===== src/rtl/id_pkg.sv =====
// Shared decode constants and micro-op layout for the decode/issue stage.
// Opcodes, funct codes, one-hot ALU bit positions and operand-select encodings.
package id_pkg;

  localparam logic [5:0] OP_SPECIAL = 6'h00;
  localparam logic [5:0] OP_J       = 6'h02;
  localparam logic [5:0] OP_JAL     = 6'h03;
  localparam logic [5:0] OP_BEQ     = 6'h04;
  localparam logic [5:0] OP_BNE     = 6'h05;
  localparam logic [5:0] OP_ADDIU   = 6'h09;
  localparam logic [5:0] OP_ORI     = 6'h0d;
  localparam logic [5:0] OP_LUI     = 6'h0f;
  localparam logic [5:0] OP_LW      = 6'h23;
  localparam logic [5:0] OP_SW      = 6'h2b;

  localparam logic [5:0] FN_SLL  = 6'h00;
  localparam logic [5:0] FN_JR   = 6'h08;
  localparam logic [5:0] FN_ADDU = 6'h21;
  localparam logic [5:0] FN_SUBU = 6'h23;
  localparam logic [5:0] FN_AND  = 6'h24;
  localparam logic [5:0] FN_OR   = 6'h25;
  localparam logic [5:0] FN_SLT  = 6'h2a;

  // One-hot ALU bit order {add,sub,slt,sltu,and,nor,or,xor,sll,srl,sra,lui}
  localparam int ALU_W    = 12;
  localparam int ALU_ADD  = 11;
  localparam int ALU_SUB  = 10;
  localparam int ALU_SLT  = 9;
  localparam int ALU_SLTU = 8;
  localparam int ALU_AND  = 7;
  localparam int ALU_NOR  = 6;
  localparam int ALU_OR   = 5;
  localparam int ALU_XOR  = 4;
  localparam int ALU_SLL  = 3;
  localparam int ALU_SRL  = 2;
  localparam int ALU_SRA  = 1;
  localparam int ALU_LUI  = 0;

  localparam int          SRC1_W  = 3;
  localparam logic [2:0]  SRC1_SA = 3'b100;
  localparam logic [2:0]  SRC1_PC = 3'b010;
  localparam logic [2:0]  SRC1_RS = 3'b001;

  localparam int          SRC2_W    = 4;
  localparam logic [3:0]  SRC2_ZIMM = 4'b1000;
  localparam logic [3:0]  SRC2_8    = 4'b0100;
  localparam logic [3:0]  SRC2_SIMM = 4'b0010;
  localparam logic [3:0]  SRC2_RT   = 4'b0001;

  localparam int REG_W  = 5;
  localparam int WEN_W  = 4;

  typedef struct packed {
    logic [ALU_W-1:0]  alu_op;
    logic [SRC1_W-1:0] src1_sel;
    logic [SRC2_W-1:0] src2_sel;
    logic              mem_en;
    logic [WEN_W-1:0]  mem_wen;
    logic              rf_we;
    logic [REG_W-1:0]  rf_waddr;
    logic              wb_sel_load;
    logic              illegal;
  } uop_t;

endpackage


===== src/rtl/id_bypass_mux.sv =====
// Priority operand forwarding: lowest-index matching bypass source wins, $0 reads 0.
// Purely combinational; flags when the winning source is a load whose data is not ready.
module id_bypass_mux
  import id_pkg::*;
#(
  parameter int DATA_W  = 32,
  parameter int NUM_BYP = 3
) (
  input  logic [REG_W-1:0]         reg_i,
  input  logic [DATA_W-1:0]        rf_rdata_i,
  input  logic [NUM_BYP-1:0]       byp_we_i,
  input  logic [NUM_BYP-1:0]       byp_is_load_i,
  input  logic [REG_W*NUM_BYP-1:0] byp_waddr_i,
  input  logic [DATA_W*NUM_BYP-1:0] byp_wdata_i,
  output logic [DATA_W-1:0]        data_o,
  output logic                     load_pend_o
);

  always_comb begin
    data_o      = rf_rdata_i;
    load_pend_o = 1'b0;
    // Walk from the oldest source down so the youngest match is applied last.
    for (int i = NUM_BYP - 1; i >= 0; i--) begin
      if (byp_we_i[i] && (byp_waddr_i[REG_W*i +: REG_W] == reg_i)) begin
        data_o      = byp_wdata_i[DATA_W*i +: DATA_W];
        load_pend_o = byp_is_load_i[i];
      end
    end
    if (reg_i == '0) begin
      data_o      = '0;
      load_pend_o = 1'b0;
    end
  end

endmodule


===== src/rtl/id_issue_stage.sv =====
// MIPS decode/issue stage: one decode register plus one registered micro-op towards EX.
// 1 cycle decode-to-issue; holds on load-use hazard or !out_ready, flush kills both stages.
module id_issue_stage
  import id_pkg::*;
#(
  parameter int DATA_W  = 32,
  parameter int NUM_BYP = 3
) (
  input  logic                      clk,
  input  logic                      rst,
  input  logic                      in_valid,
  output logic                      in_ready,
  input  logic [31:0]               in_pc,
  input  logic [31:0]               in_inst,
  input  logic                      flush,
  output logic [4:0]                rf_raddr1,
  output logic [4:0]                rf_raddr2,
  input  logic [DATA_W-1:0]         rf_rdata1,
  input  logic [DATA_W-1:0]         rf_rdata2,
  input  logic [NUM_BYP-1:0]        byp_we,
  input  logic [NUM_BYP-1:0]        byp_is_load,
  input  logic [5*NUM_BYP-1:0]      byp_waddr,
  input  logic [DATA_W*NUM_BYP-1:0] byp_wdata,
  output logic                      out_valid,
  input  logic                      out_ready,
  output logic [31:0]               out_pc,
  output logic [31:0]               out_inst,
  output logic [11:0]               out_alu_op,
  output logic [2:0]                out_src1_sel,
  output logic [3:0]                out_src2_sel,
  output logic                      out_mem_en,
  output logic [3:0]                out_mem_wen,
  output logic                      out_rf_we,
  output logic [4:0]                out_rf_waddr,
  output logic                      out_wb_sel_load,
  output logic                      out_illegal,
  output logic [DATA_W-1:0]         out_rdata1,
  output logic [DATA_W-1:0]         out_rdata2,
  output logic                      br_taken,
  output logic [31:0]               br_target,
  output logic                      stall_load
);

  logic              d_valid_q, d_valid_d;
  logic [31:0]       d_pc_q, d_inst_q;
  logic              out_valid_q, out_valid_d;
  logic [31:0]       out_pc_q, out_inst_q;
  uop_t              out_uop_q;
  logic [DATA_W-1:0] out_rdata1_q, out_rdata2_q;

  logic [5:0]        opcode, funct;
  logic [4:0]        rs, rt, rd;
  logic [15:0]       imm;
  uop_t              uop;
  logic              use_rs, use_rt;
  logic [DATA_W-1:0] rs_fwd, rt_fwd;
  logic              rs_pend, rt_pend;
  logic              hazard, issue, accept, br_cond;
  logic [31:0]       pc_plus4;

  assign opcode    = d_inst_q[31:26];
  assign rs        = d_inst_q[25:21];
  assign rt        = d_inst_q[20:16];
  assign rd        = d_inst_q[15:11];
  assign funct     = d_inst_q[5:0];
  assign imm       = d_inst_q[15:0];
  assign rf_raddr1 = rs;
  assign rf_raddr2 = rt;

  id_bypass_mux #(.DATA_W(DATA_W), .NUM_BYP(NUM_BYP)) u_byp_rs (
    .reg_i(rs), .rf_rdata_i(rf_rdata1), .byp_we_i(byp_we), .byp_is_load_i(byp_is_load),
    .byp_waddr_i(byp_waddr), .byp_wdata_i(byp_wdata), .data_o(rs_fwd), .load_pend_o(rs_pend)
  );

  id_bypass_mux #(.DATA_W(DATA_W), .NUM_BYP(NUM_BYP)) u_byp_rt (
    .reg_i(rt), .rf_rdata_i(rf_rdata2), .byp_we_i(byp_we), .byp_is_load_i(byp_is_load),
    .byp_waddr_i(byp_waddr), .byp_wdata_i(byp_wdata), .data_o(rt_fwd), .load_pend_o(rt_pend)
  );

  always_comb begin
    uop    = '0;
    use_rs = 1'b0;
    use_rt = 1'b0;
    case (opcode)
      OP_SPECIAL: begin
        uop.src1_sel = SRC1_RS;
        uop.src2_sel = SRC2_RT;
        uop.rf_we    = 1'b1;
        uop.rf_waddr = rd;
        use_rs       = 1'b1;
        use_rt       = 1'b1;
        case (funct)
          FN_ADDU: uop.alu_op[ALU_ADD] = 1'b1;
          FN_SUBU: uop.alu_op[ALU_SUB] = 1'b1;
          FN_AND:  uop.alu_op[ALU_AND] = 1'b1;
          FN_OR:   uop.alu_op[ALU_OR]  = 1'b1;
          FN_SLT:  uop.alu_op[ALU_SLT] = 1'b1;
          FN_SLL: begin
            uop.alu_op[ALU_SLL] = 1'b1;
            uop.src1_sel        = SRC1_SA;
            use_rs              = 1'b0;
          end
          FN_JR: begin
            uop    = '0;
            use_rt = 1'b0;
          end
          default: begin
            uop         = '0;
            uop.illegal = 1'b1;
            use_rs      = 1'b0;
            use_rt      = 1'b0;
          end
        endcase
      end
      OP_ADDIU, OP_LW: begin
        uop.alu_op[ALU_ADD] = 1'b1;
        uop.src1_sel        = SRC1_RS;
        uop.src2_sel        = SRC2_SIMM;
        uop.rf_we           = 1'b1;
        uop.rf_waddr        = rt;
        uop.mem_en          = (opcode == OP_LW);
        uop.wb_sel_load     = (opcode == OP_LW);
        use_rs              = 1'b1;
      end
      OP_ORI: begin
        uop.alu_op[ALU_OR] = 1'b1;
        uop.src1_sel       = SRC1_RS;
        uop.src2_sel       = SRC2_ZIMM;
        uop.rf_we          = 1'b1;
        uop.rf_waddr       = rt;
        use_rs             = 1'b1;
      end
      OP_LUI: begin
        uop.alu_op[ALU_LUI] = 1'b1;
        uop.src2_sel        = SRC2_ZIMM;
        uop.rf_we           = 1'b1;
        uop.rf_waddr        = rt;
      end
      OP_SW: begin
        uop.alu_op[ALU_ADD] = 1'b1;
        uop.src1_sel        = SRC1_RS;
        uop.src2_sel        = SRC2_SIMM;
        uop.mem_en          = 1'b1;
        uop.mem_wen         = 4'hf;
        use_rs              = 1'b1;
        use_rt              = 1'b1;
      end
      OP_BEQ, OP_BNE: begin
        use_rs = 1'b1;
        use_rt = 1'b1;
      end
      OP_J: ;
      OP_JAL: begin
        uop.alu_op[ALU_ADD] = 1'b1;
        uop.src1_sel        = SRC1_PC;
        uop.src2_sel        = SRC2_8;
        uop.rf_we           = 1'b1;
        uop.rf_waddr        = 5'd31;
      end
      default: uop.illegal = 1'b1;
    endcase
  end

  assign pc_plus4 = d_pc_q + 32'd4;

  always_comb begin
    br_cond   = 1'b0;
    br_target = pc_plus4 + {{14{imm[15]}}, imm, 2'b00};
    case (opcode)
      OP_BEQ: br_cond = (rs_fwd == rt_fwd);
      OP_BNE: br_cond = (rs_fwd != rt_fwd);
      OP_J, OP_JAL: begin
        br_cond   = 1'b1;
        br_target = {pc_plus4[31:28], d_inst_q[25:0], 2'b00};
      end
      OP_SPECIAL: begin
        if (funct == FN_JR) begin
          br_cond   = 1'b1;
          br_target = 32'(rs_fwd);
        end
      end
      default: ;
    endcase
  end

  assign hazard     = (use_rs && rs_pend) || (use_rt && rt_pend);
  assign issue      = d_valid_q && !hazard && !flush && (!out_valid_q || out_ready);
  assign in_ready   = !flush && (!d_valid_q || issue);
  assign accept     = in_valid && in_ready;
  assign stall_load = d_valid_q && hazard;
  // Gating with issue yields exactly one redirect pulse per taken branch.
  assign br_taken   = issue && br_cond;

  always_comb begin
    d_valid_d = d_valid_q;
    if (flush)       d_valid_d = 1'b0;
    else if (accept) d_valid_d = 1'b1;
    else if (issue)  d_valid_d = 1'b0;

    out_valid_d = out_valid_q;
    if (flush)          out_valid_d = 1'b0;
    else if (issue)     out_valid_d = 1'b1;
    else if (out_ready) out_valid_d = 1'b0;
  end

  always_ff @(posedge clk or negedge rst) begin
    if (!rst) begin
      d_valid_q    <= 1'b0;
      d_pc_q       <= '0;
      d_inst_q     <= '0;
      out_valid_q  <= 1'b0;
      out_pc_q     <= '0;
      out_inst_q   <= '0;
      out_uop_q    <= '0;
      out_rdata1_q <= '0;
      out_rdata2_q <= '0;
    end else begin
      d_valid_q   <= d_valid_d;
      out_valid_q <= out_valid_d;
      if (accept) begin
        d_pc_q   <= in_pc;
        d_inst_q <= in_inst;
      end
      if (issue) begin
        out_pc_q     <= d_pc_q;
        out_inst_q   <= d_inst_q;
        out_uop_q    <= uop;
        out_rdata1_q <= rs_fwd;
        out_rdata2_q <= rt_fwd;
      end
    end
  end

  assign out_valid       = out_valid_q;
  assign out_pc          = out_pc_q;
  assign out_inst        = out_inst_q;
  assign out_alu_op      = out_uop_q.alu_op;
  assign out_src1_sel    = out_uop_q.src1_sel;
  assign out_src2_sel    = out_uop_q.src2_sel;
  assign out_mem_en      = out_uop_q.mem_en;
  assign out_mem_wen     = out_uop_q.mem_wen;
  assign out_rf_we       = out_uop_q.rf_we;
  assign out_rf_waddr    = out_uop_q.rf_waddr;
  assign out_wb_sel_load = out_uop_q.wb_sel_load;
  assign out_illegal     = out_uop_q.illegal;
  assign out_rdata1      = out_rdata1_q;
  assign out_rdata2      = out_rdata2_q;

endmodule


===== config.mk =====
export PLATFORM = sky130hd
export DESIGN_NAME = id_issue_stage
export DESIGN_NICKNAME = d
export VERILOG_FILES = /design/src/rtl/id_pkg.sv /design/src/rtl/id_bypass_mux.sv /design/src/rtl/id_issue_stage.sv
export SDC_FILE = /design/constraint.sdc
export NUM_CORES = 1
export LEC_CHECK = 0
export CAP_MARGIN = 25
export CORE_ASPECT_RATIO = 0.75
export CORE_MARGIN = 3
export CORE_UTILIZATION = 52
export CTS_CLUSTER_SIZE = 24
export DETAILED_ROUTE_END_ITERATION = 10
export PLACE_DENSITY_LB_ADDON = 0.15
export SETUP_SLACK_MARGIN = 0.4
export SYNTH_ARGS = -nofsm -noshare
export SYNTH_HDL_FRONTEND = slang
export SYNTH_HIERARCHICAL = 1
export SYNTH_SLANG_ARGS = --single-unit

===== constraint.sdc =====
create_clock -name clk -period 10.7 [get_ports clk]
set_input_delay 2.14 -clock clk [delete_from_list [all_inputs] [get_ports clk]]
set_output_delay 2.14 -clock clk [all_outputs]
set_load 0.02 [all_outputs]

-- Word level (Yosys, flattened, before mapping)
Index checks and enable logic that the tools add are counted.
- register bits: 226
- input bits: 250
- output and inout bits: 206
- logic and storage cells: 133
- $add $sub $neg: 2
- eq/ne operators: 23
- muxes and demuxes: 50
- reduce and logical (&&, ||, !) cells: 41
- operators with widths (cell ; number):
    2-to-1 mux 32 bit ; 9
    one-hot mux 32 bit (2 select lines) ; 1
    == test 6 bit, second input constant ; 7
    adder 32 x 3 -> 32 bit, second input constant ; 1
    adder 32 bit ; 1
    == test 32 bit ; 1
    != test 32 bit ; 1
    == test 5 bit ; 6
    one-hot mux 14 bit (2 select lines) ; 1
    == test 6 x 4 -> 1 bit, second input constant ; 4
    2-to-1 mux 1 bit ; 24
    one-hot mux 6 bit (3 select lines) ; 1
    OR reduction 6 bit ; 3
    one-hot mux 4 bit (4 select lines) ; 1
    logical AND 1 bit ; 15
    == test 6 x 2 -> 1 bit, second input constant ; 2
    == test 6 x 3 -> 1 bit, second input constant ; 2
    zero test 6 bit ; 2
    one-hot mux 1 bit (2 select lines) ; 6
    OR reduction 4 bit ; 3
    zero test 5 bit ; 2
    one-hot mux 3 bit (3 select lines) ; 1
    OR reduction 9 bit ; 1
    one-hot mux 4 bit (2 select lines) ; 1
    11 further kinds ; 20

-- Depth between registers and ports, before layout
- word-level depth: 17
- mapped depth: 17
- mapped depth without buffers: 16

-- Hierarchy
The synthesis kept the hierarchy.
- modules (own cells, without submodules) (module ; instances ; cells each ; area an instance (um2) ; seq. area each (um2)):
    id_issue_stage ; 1 ; 1312 ; 12006.5 ; 5430.2
    id_bypass_mux ; 2 ; 183 ; 1423.9 ; 0.0

-- Least setup slack after synthesis
Ideal clock, no wire load.
- kind: input-to-output
- start point: in byp_waddr[14]
- end point: out br_taken
- arrival time: 4564 ps
- data required time: 8560 ps
- setup slack: 3996 ps
- stages: 13
- path buffers: 1
- cells stage by stage: xor2_1 nor4_1 nand3_1 buf_2 mux2i_1 o211ai_1 xnor2_1 nand4_1 nor4_1 nand2_1 xnor2_1 nand4_1 a21oi_1
- RTL lines (item ; RTL line ; text):
    start, declared ; id_issue_stage.sv:22 ; input logic [5*NUM_BYP-1:0] byp_waddr,
    == test 5 bit (*) ; id_bypass_mux.sv:24 ; if (byp_we_i[i] && (byp_waddr_i[REG_W*i +: REG_W] == reg_i)) begin
    logical AND 1 bit (*) ; id_bypass_mux.sv:24 ;
    2-to-1 mux 32 bit (*) (3 in series) ; id_bypass_mux.sv:24 ;
    2-to-1 mux 32 bit (*) ; id_bypass_mux.sv:29 ; if (reg_i == '0) begin
    net rs_fwd[0] ; id_issue_stage.sv:56 ; logic [DATA_W-1:0] rs_fwd, rt_fwd;
    != test 32 bit or == test 32 bit (tied branches) ; id_issue_stage.sv:171, id_issue_stage.sv:170 ;
    one-hot mux 1 bit (4 select lines) (*) ; id_issue_stage.sv:169 ; case (opcode)
    logical AND 1 bit (*) ; id_issue_stage.sv:192 ; assign br_taken = issue && br_cond;
    end, declared ; id_issue_stage.sv:39 ; output logic br_taken,
Mark *: on every way through the listed nets, which the timed path passes. The rest lies on a longest branch.

-- Worst setup path in the final report
- start point: in byp_waddr[3]
- end point: out br_taken
- RTL lines (item ; RTL line):
    == test 5 bit (*) ; id_bypass_mux.sv:24
    logical AND 1 bit (*) ; id_bypass_mux.sv:24
    2-to-1 mux 32 bit (*) ; id_bypass_mux.sv:24
    2-to-1 mux 32 bit (*) ; id_bypass_mux.sv:29
    net rs_fwd[6] ; id_issue_stage.sv:56
    != test 32 bit or == test 32 bit (tied branches) ; id_issue_stage.sv:171, id_issue_stage.sv:170
    one-hot mux 1 bit (4 select lines) (*) ; id_issue_stage.sv:169
    logical AND 1 bit (*) ; id_issue_stage.sv:192
Marks and branches as above.

==> impl_metrics.yaml <==
status:
  status: "finished, final reports clean"
floorplanning:
  die_h_um: 152
  die_w_um: 201
  start_util_pct: 54.0
  num_rows: 52
  coreArea_um2: 27500
  dieArea_um2: 30700
  ios: 456
min_path:
  min_path_type: "flop to flop"
  min_from: "out_rdata1[13]"
finish:
  fin_util_pct: 72.9
  nets: 2323
  finalInstanceArea_um2: 20100
  synthToLayoutAreaGrowth_pct: 35.0
  drive_above_1_share_pct: 9.92
synth:
  syn_area_um2: 14900
  synth_top_family_by_area: "simple AND/OR/NAND/NOR gates"
  synth_cell_type_count: 70
  synth_edf_count: 0
  synthSimpleGateAreaFrac_pct: 22.7
  ys_warn_count: 6
  async_reset_ff_share_pct: 100
  yosys.area.top_type_share_pct: 36.6
  netlist_top_cells_area: "dfrtp_1, nand2_1, mux2_4"
  synth_common_cells: "nand2_1, dfrtp_1, nand4_1"
  yosysMostFrequentCell: "nand2_1"
  synthXorXnorAreaFrac_pct: 6.90
  seq_area_frac_synth_pct: 36.6
  synth_area_leader_cell: "dfrtp_1"
  synth_flop_cell: "dfrtp_1"
  synthMuxAreaShare_pct: 10.9
  synth_seq_cells: 217
  syn_inst: 1678
  synth_area_per_cell_um2: 8.85
  synthAdderAreaFrac_pct: 2.83
  synth_compound_area_share_pct: 14.4
sta:
  maxSlewViolCount: 0
  skew_ps: 21.5
  slew-limit-headroom_pct: 28.5
  fmax_mhz: 111
  finalSetupViolations: 0
  fin_crit_ps: 9020
  hold_viol_final: 0
  finalSetupTns_ps: 0
  timing.hold.ws_ps: 473
  fin_crit_sh_pct: 84.3
  rsz0062_at_grt: "no"
  worst_pin_slew_ps: 1070
critical_path:
  startpoint_type: "input pin"
  crit_type: "input pin to primary output"
  r2r-start: "d_inst_q[18]"
  cp_max_fo: 33
  crit_required_ps: 8560
  setup.worst_path.start: "byp_waddr[3]"
  cp-end-kind: "primary output"
  cp.arrival_ps: 6880
detailed_routing:
  wl_per_cell_um: 26.3
  vias: 15200
  vias_per_cell: 6.24
  wirelength_um: 64200
  drtIter0Drc: 2030
  dr.pass1.iters: 6
  drc: 0
  ant_nets: 0
clock_network:
  cts_hold_buf: 0
  htreeDepth: 1
  numCtsBuffers: 24
  cts_tree: "yes"
  clockBufferDepth: 3
  post_cts.repair.setup_buffers: 0
  clk_latency_ps: 540
  path_clk_slew_ps: 60
  cts-root-buf: "clkbuf_16"
  cts_sinks: 217
  cts-resized-gates: 0
global_routing:
  grt_max_degree: 97
  grt_usage_pct: 40.4
  grt_pass1_vias: 15000
  gr-total-overflow: 0
  grt_pass1_wl_um: 96400
  antenna_found_initial: 2
power_and_ir_drop:
  ir_drop_v: 0.000142
  powerDensity_nw_per_um2: 206
  cellLeakagePower_nw: 8.92
  power.total_mw: 4.12
placed_design:
  io_buffers: 450
  dp_hpwl_um: 47700
  gp_congestion: 1.03
  dpl_cell_area_um2: 19300
flow_run:
  max_cap_violations: 0
## report_power, final
group          switching (mW)  leakage [nW]  internal [mW]
Clock                   0.363         0.380          0.476
Sequential              0.226          2.69           1.00
Combinational            1.15          5.85          0.899
## path summary, 6_finish.rpt
kind	endpoint	slack, ps	depth (start not counted)
worst max-delay path	br_taken	1680	15
worst min-delay path	out_rdata1[13]	470	2
worst max register to register	out_rdata1[18]	5650	13
worst min register to register	out_rdata1[13]	470	2
max in group asynchronous	d_inst_q[8]	6910	3
min in group asynchronous	out_rdata1[18]	1570	1
## cell type report
type / count / area [µm²]
multi-input cells: 1308 / 8630
fillers: 2037 / 7460
flip-flops and latches: 217 / 5430
repair buffers: 471 / 4670
clock buffers: 34 / 688
well taps: 378 / 473
clock inverters: 9 / 97.6
inverters: 18 / 67.6
diodes: 2 / 5.00
## state kept, by name, summed over array words and instances (netlist names)
name / flops
out_src1_sel: 2
out_alu_op: 7
out_mem_en: 1
d_pc_q: 32
out_inst: 32
out_wb_sel_load: 1
out_rf_waddr: 5
out_rdata2: 32
out_pc: 32
d_inst_q: 32
out_mem_wen: 1
out_valid: 1
out_src2_sel: 4
out_illegal: 1
d_valid_q: 1
out_rdata1: 32
out_rf_we: 1
## layer usage
metal / part of all wire (%) / wire length, µm / up-vias / global-route usage (%)
met5: 0.020 / 13 / - / 0
li1: - / - / 6619 / -
met2: 44 / 28300 / 1113 / 62.5
met4: 3.8 / 2440 / 2 / 11.8
met3: 12 / 7910 / 170 / 12.0
met1: 40 / 25500 / 7301 / 55.2
## worst max-delay path: stages
cell             delay, ps
clkdlybuf4s50_1        550
xnor2_1                150
nand4_1                200
nor2_2                 150
buf_4                  390
a211o_4                540
o211ai_2               210
xnor2_1                300
nand4_1                160
nor4_1                 520
nand2_1                310
xnor2_1                240
nand4_1                110
a21oi_1                210
clkdlybuf4s50_1        650
## through the flow
step	cells	setup slack, ps
after floorplan	1682	4000
after global placement	2392	2060
after detailed placement	2392	1970
after CTS	2435	1930
after global routing	2436	1660
final	2437	1680
## cell families after synthesis
logic type	after synthesis
AND/OR/NAND/NOR	749
XOR/XNOR	117
flip-flops	217
adder cells (fa/ha/maj)	33
other	1
AO/OA/AOI/OAI	273
buffers and inverters	157
multiplexers	131
## placed cells by master (no fill, tap or decap), types with 10 or more instances in the layout
| cell | count |
|---|---|
| o21ai_0 | 61 |
| a21oi_1 | 44 |
| clkbuf_16 | 24 |
| xor2_1 | 32 |
| a22oi_1 | 28 |
| mux2_4 | 60 |
| clkdlybuf4s50_1 | 449 |
| nand4_1 | 93 |
| ha_1 | 32 |
| buf_4 | 21 |
| xnor2_1 | 85 |
| nor2_1 | 40 |
| inv_1 | 17 |
| nand2_1 | 449 |
| nor3_1 | 14 |
| dfrtp_1 | 217 |
| o211ai_2 | 60 |
| nor4_1 | 10 |
| nand3_1 | 86 |
| mux2i_1 | 66 |
(Power assumes the default switching activity.)
